<file path="src/rtl/ula_pkg.sv">
// ula_pkg: shared operation codes, FSM state type and default width for ula_multiciclo.
// Contents: ULA_LARGURA default width, OP_* codes used by the ALU-control decoder, estado_t.
// Macro ULA_MULDIV_EN: when undefined the CALCULA state is not part of estado_t.
package ula_pkg;

    localparam int ULA_LARGURA = 32;

    localparam logic [3:0] OP_AND = 4'd0;
    localparam logic [3:0] OP_OR  = 4'd1;
    localparam logic [3:0] OP_ADD = 4'd2;
    localparam logic [3:0] OP_SUB = 4'd3;
    localparam logic [3:0] OP_MUL = 4'd4;
    localparam logic [3:0] OP_DIV = 4'd5;
    localparam logic [3:0] OP_SRL = 4'd6;
    localparam logic [3:0] OP_SLL = 4'd7;
    localparam logic [3:0] OP_NOR = 4'd8;
    localparam logic [3:0] OP_BEQ = 4'd9;
    localparam logic [3:0] OP_BLT = 4'd10;
    localparam logic [3:0] OP_BGT = 4'd11;
    localparam logic [3:0] OP_BNE = 4'd12;
    localparam logic [3:0] OP_BGE = 4'd13;
    localparam logic [3:0] OP_BLE = 4'd14;
    localparam logic [3:0] OP_NOP = 4'd15;

`ifdef ULA_MULDIV_EN
    typedef enum logic [0:0] {OCIOSO, CALCULA} estado_t;
`else
    typedef enum logic [0:0] {OCIOSO} estado_t;
`endif

endpackage

</file>
<file path="src/rtl/ula_muldiv_iter.sv">
// ula_muldiv_iter: iterative unsigned shift-add multiplier / restoring divider, one bit per clock.
// Ports: clk, rst_n (async active-low); start latches a, b and op (0 MUL, 1 DIV);
// lo/hi are the values after the current iteration (product low/high or quotient/remainder),
// valid when done is high on the last of ITER iterations.
module ula_muldiv_iter
    import ula_pkg::*;
#(
    parameter int LARGURA = ULA_LARGURA,
    parameter int ITER    = LARGURA
) (
    input  logic               clk,
    input  logic               rst_n,
    input  logic               start,
    input  logic [LARGURA-1:0] a,
    input  logic [LARGURA-1:0] b,
    input  logic               op,
    output logic [LARGURA-1:0] lo,
    output logic [LARGURA-1:0] hi,
    output logic               done
);

    localparam int CW = $clog2(ITER);

    // r_hi/r_lo double as {partial product, multiplier} for MUL and {remainder, quotient} for DIV
    logic [LARGURA-1:0] m, r_hi, r_lo;
    logic               div, run;
    logic [CW-1:0]      cnt;
    logic [LARGURA:0]   soma, desl;
    logic [LARGURA+1:0] dif;

    always_comb begin
        soma = {1'b0, r_hi} + (r_lo[0] ? {1'b0, m} : '0);
        desl = {r_hi, r_lo[LARGURA-1]};
        dif  = {1'b0, desl} - {2'b0, m};
        hi   = div ? (dif[LARGURA+1] ? desl[LARGURA-1:0] : dif[LARGURA-1:0]) : soma[LARGURA:1];
        lo   = div ? {r_lo[LARGURA-2:0], ~dif[LARGURA+1]} : {soma[0], r_lo[LARGURA-1:1]};
    end

    assign done = run && cnt == CW'(ITER - 1);

    always_ff @(posedge clk or negedge rst_n) begin
        if (!rst_n) begin
            m    <= '0;
            r_hi <= '0;
            r_lo <= '0;
            div  <= 1'b0;
            run  <= 1'b0;
            cnt  <= '0;
        end else if (start) begin
            m    <= op ? b : a;
            r_hi <= '0;
            r_lo <= op ? a : b;
            div  <= op;
            run  <= 1'b1;
            cnt  <= '0;
        end else if (run) begin
            r_hi <= hi;
            r_lo <= lo;
            cnt  <= cnt + 1'b1;
            run  <= !done;
        end
    end

endmodule

</file>
<file path="src/rtl/ula_multiciclo.sv">
// ula_multiciclo: EX-stage ALU with single-cycle logic/arith/shift/branch ops and iterative MUL/DIV.
// Ports: clk, rst_n (async active-low); inicio requests an op on sinal_controle with a, b, shamt;
// resultado/resultado_hi/zero/overflow/erro are registered and held until the next completion;
// ocupado marks a MUL/DIV in progress; pronto pulses for one cycle when results update.
// Macro ULA_MULDIV_EN: compiles in the iterative engine; otherwise MUL/DIV return erro=1 at once.
module ula_multiciclo
    import ula_pkg::*;
#(
    parameter int LARGURA = ULA_LARGURA,
    parameter int ITER    = LARGURA
) (
    input  logic               clk,
    input  logic               rst_n,
    input  logic               inicio,
    input  logic [3:0]         sinal_controle,
    input  logic [LARGURA-1:0] a,
    input  logic [LARGURA-1:0] b,
    input  logic [4:0]         shamt,
    output logic [LARGURA-1:0] resultado,
    output logic [LARGURA-1:0] resultado_hi,
    output logic               zero,
    output logic               overflow,
    output logic               ocupado,
    output logic               pronto,
    output logic               erro
);

    if (ITER != LARGURA) begin : g_iter_chk
        $error("ITER must equal LARGURA");
    end

    logic [LARGURA-1:0] soma, dif, r_res, r_hi;
    logic               r_ovf, r_erro, r_br, r_cond, r_zero, aceita, esc;

    assign aceita = inicio && !ocupado;
    assign soma   = a + b;
    assign dif    = a - b;

`ifdef ULA_MULDIV_EN
    estado_t            estado, prox;
    logic               longa, fim, m_done;
    logic [LARGURA-1:0] m_lo, m_hi;

    // DIV by zero is resolved in one cycle, so only real divisions enter the engine
    assign longa   = sinal_controle == OP_MUL || (sinal_controle == OP_DIV && b != '0);
    assign ocupado = estado == CALCULA;
    assign fim     = ocupado && m_done;
    assign esc     = fim || (aceita && !longa);

    always_ff @(posedge clk or negedge rst_n) begin
        if (!rst_n) estado <= OCIOSO;
        else        estado <= prox;
    end

    always_comb begin
        prox = estado;
        if (estado == OCIOSO && aceita && longa) prox = CALCULA;
        else if (fim) prox = OCIOSO;
    end

    ula_muldiv_iter #(.LARGURA(LARGURA), .ITER(ITER)) u_muldiv (
        .clk   (clk),
        .rst_n (rst_n),
        .start (aceita && longa),
        .a     (a),
        .b     (b),
        .op    (sinal_controle == OP_DIV),
        .lo    (m_lo),
        .hi    (m_hi),
        .done  (m_done)
    );
`else
    assign ocupado = 1'b0;
    assign esc     = aceita;
`endif

    always_comb begin
        r_res  = '0;
        r_hi   = '0;
        r_ovf  = 1'b0;
        r_erro = 1'b0;
        r_br   = 1'b0;
        r_cond = 1'b0;
        case (sinal_controle)
            OP_AND: r_res = a & b;
            OP_OR:  r_res = a | b;
            OP_ADD: begin
                r_res = soma;
                r_ovf = a[LARGURA-1] == b[LARGURA-1] && soma[LARGURA-1] != a[LARGURA-1];
            end
            OP_SUB: begin
                r_res = dif;
                r_ovf = a[LARGURA-1] != b[LARGURA-1] && dif[LARGURA-1] != a[LARGURA-1];
            end
`ifdef ULA_MULDIV_EN
            OP_MUL: ;
            OP_DIV: begin
                r_res  = '1;
                r_hi   = a;
                r_erro = 1'b1;
            end
`else
            OP_MUL, OP_DIV: r_erro = 1'b1;
`endif
            OP_SRL: r_res = b >> shamt;
            OP_SLL: r_res = b << shamt;
            OP_NOR: r_res = ~(a | b);
            OP_BEQ: begin r_res = dif; r_br = 1'b1; r_cond = a == b; end
            OP_BLT: begin r_res = dif; r_br = 1'b1; r_cond = $signed(a) <  $signed(b); end
            OP_BGT: begin r_res = dif; r_br = 1'b1; r_cond = $signed(a) >  $signed(b); end
            OP_BNE: begin r_res = dif; r_br = 1'b1; r_cond = a != b; end
            OP_BGE: begin r_res = dif; r_br = 1'b1; r_cond = $signed(a) >= $signed(b); end
            OP_BLE: begin r_res = dif; r_br = 1'b1; r_cond = $signed(a) <= $signed(b); end
            OP_NOP: begin r_br = 1'b1; r_cond = 1'b1; end
        endcase
`ifdef ULA_MULDIV_EN
        // completion of the engine never coincides with an acceptance, so it can override here
        if (fim) begin
            r_res  = m_lo;
            r_hi   = m_hi;
            r_ovf  = 1'b0;
            r_erro = 1'b0;
            r_br   = 1'b0;
        end
`endif
        r_zero = r_br ? r_cond : r_res == '0;
    end

    always_ff @(posedge clk or negedge rst_n) begin
        if (!rst_n) begin
            resultado    <= '0;
            resultado_hi <= '0;
            zero         <= 1'b0;
            overflow     <= 1'b0;
            erro         <= 1'b0;
            pronto       <= 1'b0;
        end else begin
            pronto <= esc;
            if (esc) begin
                resultado    <= r_res;
                resultado_hi <= r_hi;
                zero         <= r_zero;
                overflow     <= r_ovf;
                erro         <= r_erro;
            end
        end
    end

endmodule

</file>
<file path="config.mk">
export PLATFORM = sky130hd
export DESIGN_NAME = ula_multiciclo
export DESIGN_NICKNAME = d
export VERILOG_FILES = /design/src/rtl/ula_pkg.sv /design/src/rtl/ula_muldiv_iter.sv /design/src/rtl/ula_multiciclo.sv
export SDC_FILE = /design/constraint.sdc
export NUM_CORES = 1
export LEC_CHECK = 0
export CAP_MARGIN = 30
export CORE_AREA = 10 10 159 161
export CTS_CLUSTER_SIZE = 10
export DETAILED_ROUTE_END_ITERATION = 6
export DIE_AREA = 0 0 169 171
export PLACE_DENSITY = 0.84
export SLEW_MARGIN = 20
export SYNTH_ARGS = -nofsm -noshare
export SYNTH_HDL_FRONTEND = slang
export SYNTH_SLANG_ARGS = --single-unit
</file>
<file path="constraint.sdc">
create_clock -name clk -period 1.6 [get_ports clk]
set_input_delay 0.4 -clock clk [delete_from_list [all_inputs] [get_ports clk]]
set_output_delay 0.4 -clock clk [all_outputs]
set_load 0.03 [all_outputs]
</file>
==> impl_metrics.tcl, run 1 <==
set metrics [dict create \
    status "stopped before the end" \
    haltStage "global routing" \
    error_line "[ERROR GRT-0116] Global routing finished with congestion. Check the congestion regions in the DRC Viewer." \
    ctsLongestPathBuffers 2 \
    grt_pass1_vias 24840 \
    io_pins 145 \
    place_hpwl_um 53200 \
    grt_max_degree 55 \
    globalplace.congestion 1.34 \
    avgSynthCellArea_um2 7.40 \
    grt_usage 0.808 \
    die_h_um 171 \
    htree_levels 2 \
    ys_seq_area_frac 0.0777 \
    yosysTopAreaCellShare 0.112 \
    synth_area_um2 11600 \
    grt_pass1_wl_um 181000 \
    numCtsBuffers 5 \
    synth_cell_types 88 \
    synthArstFlopShare 1.00 \
    preCtsSetupSlack_ns -2.83 \
    yosysTopAreaCell "ha_1" \
    synthCells 1567 \
    cts_sinks 36 \
    ys.flop_type "dfrtp_1" \
    ys_ff_latch 36 \
    synth-simple-area-share 0.193 \
    synthTopCellsByArea "ha_1 11%, dfrtp_1 7.8%, mux4_2 7.6%" \
    synth-edff-count 0 \
    core.rowCount 55 \
    die_x_um 169 \
    yosys_warnings 0 \
    synthMuxAreaShare 0.179 \
    synthAdderAreaFrac 0.116 \
    synth_top_family_by_area "compound AO/OA/AOI/OAI gates" \
    synth-xor-area-share 0.00831 \
    grt_overflow 299 \
    cts_root_buf "clkbuf_16" \
    start_util 0.522 \
    synth_compound_area_frac 0.316 \
    io_buffer_count 111 \
]
[synth_stat cells (17+ instances only)]
cell        n
nor4_1     25
mux4_2     39
o22ai_1    26
a211oi_1   33
nor3_1     29
nand3_1    31
nand2_1   142
o211ai_1   34
o221ai_1   38
nor2_1    144
o31ai_1    17
mux2_2     45
inv_1     103
ha_1      104
mux2i_1    62
clkbuf_1   81
dfrtp_1    36
o21a_1     21
buf_4      43
o21ai_0    73
a21oi_1   120
buf_2      24
[what timing repair did]
item,CTS
gates resized for setup,687
pin swaps,153
cloned,3
buffers inserted,129
hold buffers,0
endpoints found under the hold margin,0
setup endpoints to repair,70
[metrics by stage]
step,std cells,instance area (um2)
after floorplan,1599,12900
after global placement,2457,17700
after CTS,2585,20700
after detailed placement,2457,17700
[layer usage]
layer	GRT overflow	track usage
met1	17	0.770
met5	3	0.525
met4	96	0.801
met2	166	0.922
met3	17	0.760
[logic make-up after synthesis]
kind of cell / after synthesis
xor+xnor: 11
compound gates: 524
other cells: 1
flops: 36
mux: 149
fa+ha+maj: 106
buf+inv: 264
simple gates: 476
==> run 2, diff against run 1 <==
- CORE_AREA: 10 10 159 161 -> 10 10 182 184
- CTS_CLUSTER_SIZE: 10 -> default
- DIE_AREA: 0 0 169 171 -> 0 0 192 194
- PLACE_DENSITY: 0.84 -> default
- PLACE_DENSITY_LB_ADDON: default -> 0.15
- clock period: 1.6 -> 2.1 ns (I/O delays scaled with it)
==> impl_metrics.tcl, run 2 <==
set metrics [dict create \
    status "finished with violations" \
    violations "setup timing" \
    crit_path_max_incr_delay_ns 0.52 \
    worst_slew_pin_slew_ns 0.766 \
    io_buffer_count 111 \
    endpoint_kind "flop" \
    clkTransAtPathRegs_ns 0.05 \
    skew_ns 0 \
    synth_cell_types 88 \
    yosysTopAreaCell "ha_1" \
    antenna_found_initial 0 \
    die_h_um 194 \
    finalCritPeriodShare 1.71 \
    ctsLongestPathBuffers 2 \
    min_path_type "primary input to async pin" \
    tritoncts "built" \
    wirelength_um 72200 \
    synthTopCellsByArea "ha_1 11%, dfrtp_1 7.8%, mux4_2 7.6%" \
    netlist_top_cells_count "144 x nor2_1, 142 x nand2_1, 120 x a21oi_1, 104 x ha_1, 103 x inv_1" \
    grt_pass1_wl_um 104000 \
    final_common_cell "buf_4" \
    core_area_um2 29400 \
    yosysTopAreaCellShare 0.112 \
    critPathTopFamily "compound AO/OA/AOI/OAI gates" \
    grt_overflow 0 \
    worstPathArrival_ns 3.80 \
    synthArstFlopShare 1.00 \
    io_pins 145 \
    synth-edff-count 0 \
    rsz0062_at_grt "true" \
    vdd_drop_max_uv 246 \
    drv_slew 0 \
    cp_slowest_cell "or4_4" \
    cp_num_buf_inv 5 \
    initialDrtViolationCount 1921 \
    ys_ff_latch 36 \
    hold_ws_ns 0.321 \
    leakagePower_nw 9.72 \
    grt_max_degree 55 \
    clkLatencyLatePin_ns 0.28 \
    path_cells "buf_16 > buf_12 > buf_16 > buf_4 > mux2i_2 > mux4_2 > o21ai_1 > a221oi_2 > buf_4 > o2111ai_4 > a2111oi_4 > nand2b_1 > or4_4 > nor4_4 > nand4_1 > o22ai_2" \
    power_density_nw_per_um2 388 \
    ys.flop_type "dfrtp_1" \
    final_layout_size_suffix_gt1_frac 0.562 \
    viasPerCell 6.23 \
    fmax_mhz 278 \
    die_x_um 192 \
    start_util 0.394 \
    routedWlPerCell_um 26.1 \
    place_hpwl_um 56100 \
    period_needed_ns 3.59 \
    final_cell_mix "692 x buf_4, 128 x nand2_1, 121 x nor2_1, 104 x buf_6, 74 x a21oi_1" \
    ys_seq_area_frac 0.0777 \
    grt_usage 0.364 \
    core.rowCount 63 \
    yosys_warnings 0 \
    num-nets-final 2554 \
    preCtsSetupSlack_ns -2.44 \
    maxCapViolCount 0 \
    globalplace.congestion 1.07 \
    firstDrtPassIters 6 \
    n_fill_cell 2254 \
    htree_levels 2 \
    critPathKind "primary input to flop" \
    avgSynthCellArea_um2 7.40 \
    numCtsBuffers 5 \
    cts_root_buf "clkbuf_16" \
    syn2layout_area_growth_pct 89.0 \
    dieArea_um2 37200 \
    hold_violations 0 \
    max_slew_margin 0.489 \
    ant_nets 0 \
    fin_ws_ns -1.49 \
    synthCells 1567 \
    synth_most_common_cell "nor2_1" \
    start_kind "primary input" \
    synth_area_um2 11600 \
    vias 17204 \
    setup_violations 34 \
    grt_pass1_vias 16733 \
    largest_register "resultado" \
    cts_sinks 36 \
    largest_register_ffs 32 \
    crit_fanout 8 \
    cp.required_ns 2.30 \
    route.detailed.drc 0 \
    diodes 0 \
]
==> run 2: metrics by stage <==
stage / std cells / utilization / setup TNS [ns] / cell area [um2] / total power, mW
after floorplan: 1599 / - / -15.53 / 12800 / 3.67
after global placement: 2606 / 0.619 / -53.11 / 18200 / 6.24
after detailed placement: 2606 / 0.619 / -54.81 / 18200 / 6.30
after CTS: 2728 / 0.714 / -26.75 / 21000 / 7.90
after global routing: 2762 / 0.745 / -30.37 / 21900 / 8.82
final: 2762 / 0.745 / -28.00 / 21900 / 8.50
==> run 2: logic make-up after synthesis <==
family / count (synthesis) / share of synthesized area
adders and majority gates: 106 / 0.116
muxes: 149 / 0.179
other: 1 / 0.000323
and+or+nand+nor: 476 / 0.193
AOI/OAI and AO/OA: 524 / 0.316
xor gates and xnor gates: 11 / 0.00831
DFF: 36 / 0.0777
buffers and inverters: 264 / 0.109
==> run 2: area by class of cell <==
type | instances | area [um2] | share of cell area
clock buffer | 6 | 129 | 0.00588
clock inverter | 1 | 5.00 | 0.000228
inverter | 106 | 474 | 0.0216
multi-input combinational | 1299 | 12000 | 0.550
sequential | 36 | 901 | 0.0411
tap | 390 | 488 | 0.0223
timing repair buffer | 924 | 7870 | 0.359
==> run 2: final timing paths <==
check | slack, ns | end | depth (start not counted) | start
max | -1.49 | zero | 16 | shamt[1]
min | 0.32 | resultado[7] | 1 | rst_n
max reg2reg | 0.13 | zero | 8 | zero
min reg2reg | 0.49 | resultado[31] | 1 | resultado[31]
max in group asynchronous | 1.29 | resultado[31] | 1 | rst_n
min in group clk | 0.49 | resultado[31] | 1 | resultado[31]
==> run 2: where the power goes <==
| group | total [mW] | leakage (nW) | switching, mW | internal [mW] |
|---|---|---|---|---|
| clock | 0.686 | 0.0667 | 0.256 | 0.430 |
| combinational | 6.93 | 9.24 | 3.58 | 3.35 |
| sequential | 0.883 | 0.418 | 0.0657 | 0.817 |
| total | 8.50 | 9.72 | 3.90 | 4.60 |
==> run 2: worst reg2reg max path, delay by kind of cell, from the launching register on <==
| kind | cells | cell delay [ns] |
|---|---|---|
| AOI/OAI and AO/OA | 2 | 0.30 |
| and+or+nand+nor | 6 | 1.24 |
| DFF | 1 | 0.36 |
==> run 2: repair_timing <==
item / in CTS / in global routing
setup endpoints to repair: 34 / 34
resized for setup: 599 / 166
setup buffers: 121 / 38
cloned: 6 / 1
pin swaps: 148 / 93
hold buffers: 0 / 0
==> run 2: layer usage <==
| layer | share of wire | GRT usage | up-vias | wire length, um |
|---|---|---|---|---|
| li1 | - | - | 7468 | - |
| met1 | 0.40 | 0.474 | 8261 | 28600 |
| met2 | 0.45 | 0.581 | 1189 | 32400 |
| met3 | 0.096 | 0.0504 | 286 | 6940 |
| met4 | 0.060 | 0.165 | 0 | 4300 |
| met5 | 0 | 0 | - | 0 |
Power figures use the tool's default switching activity.
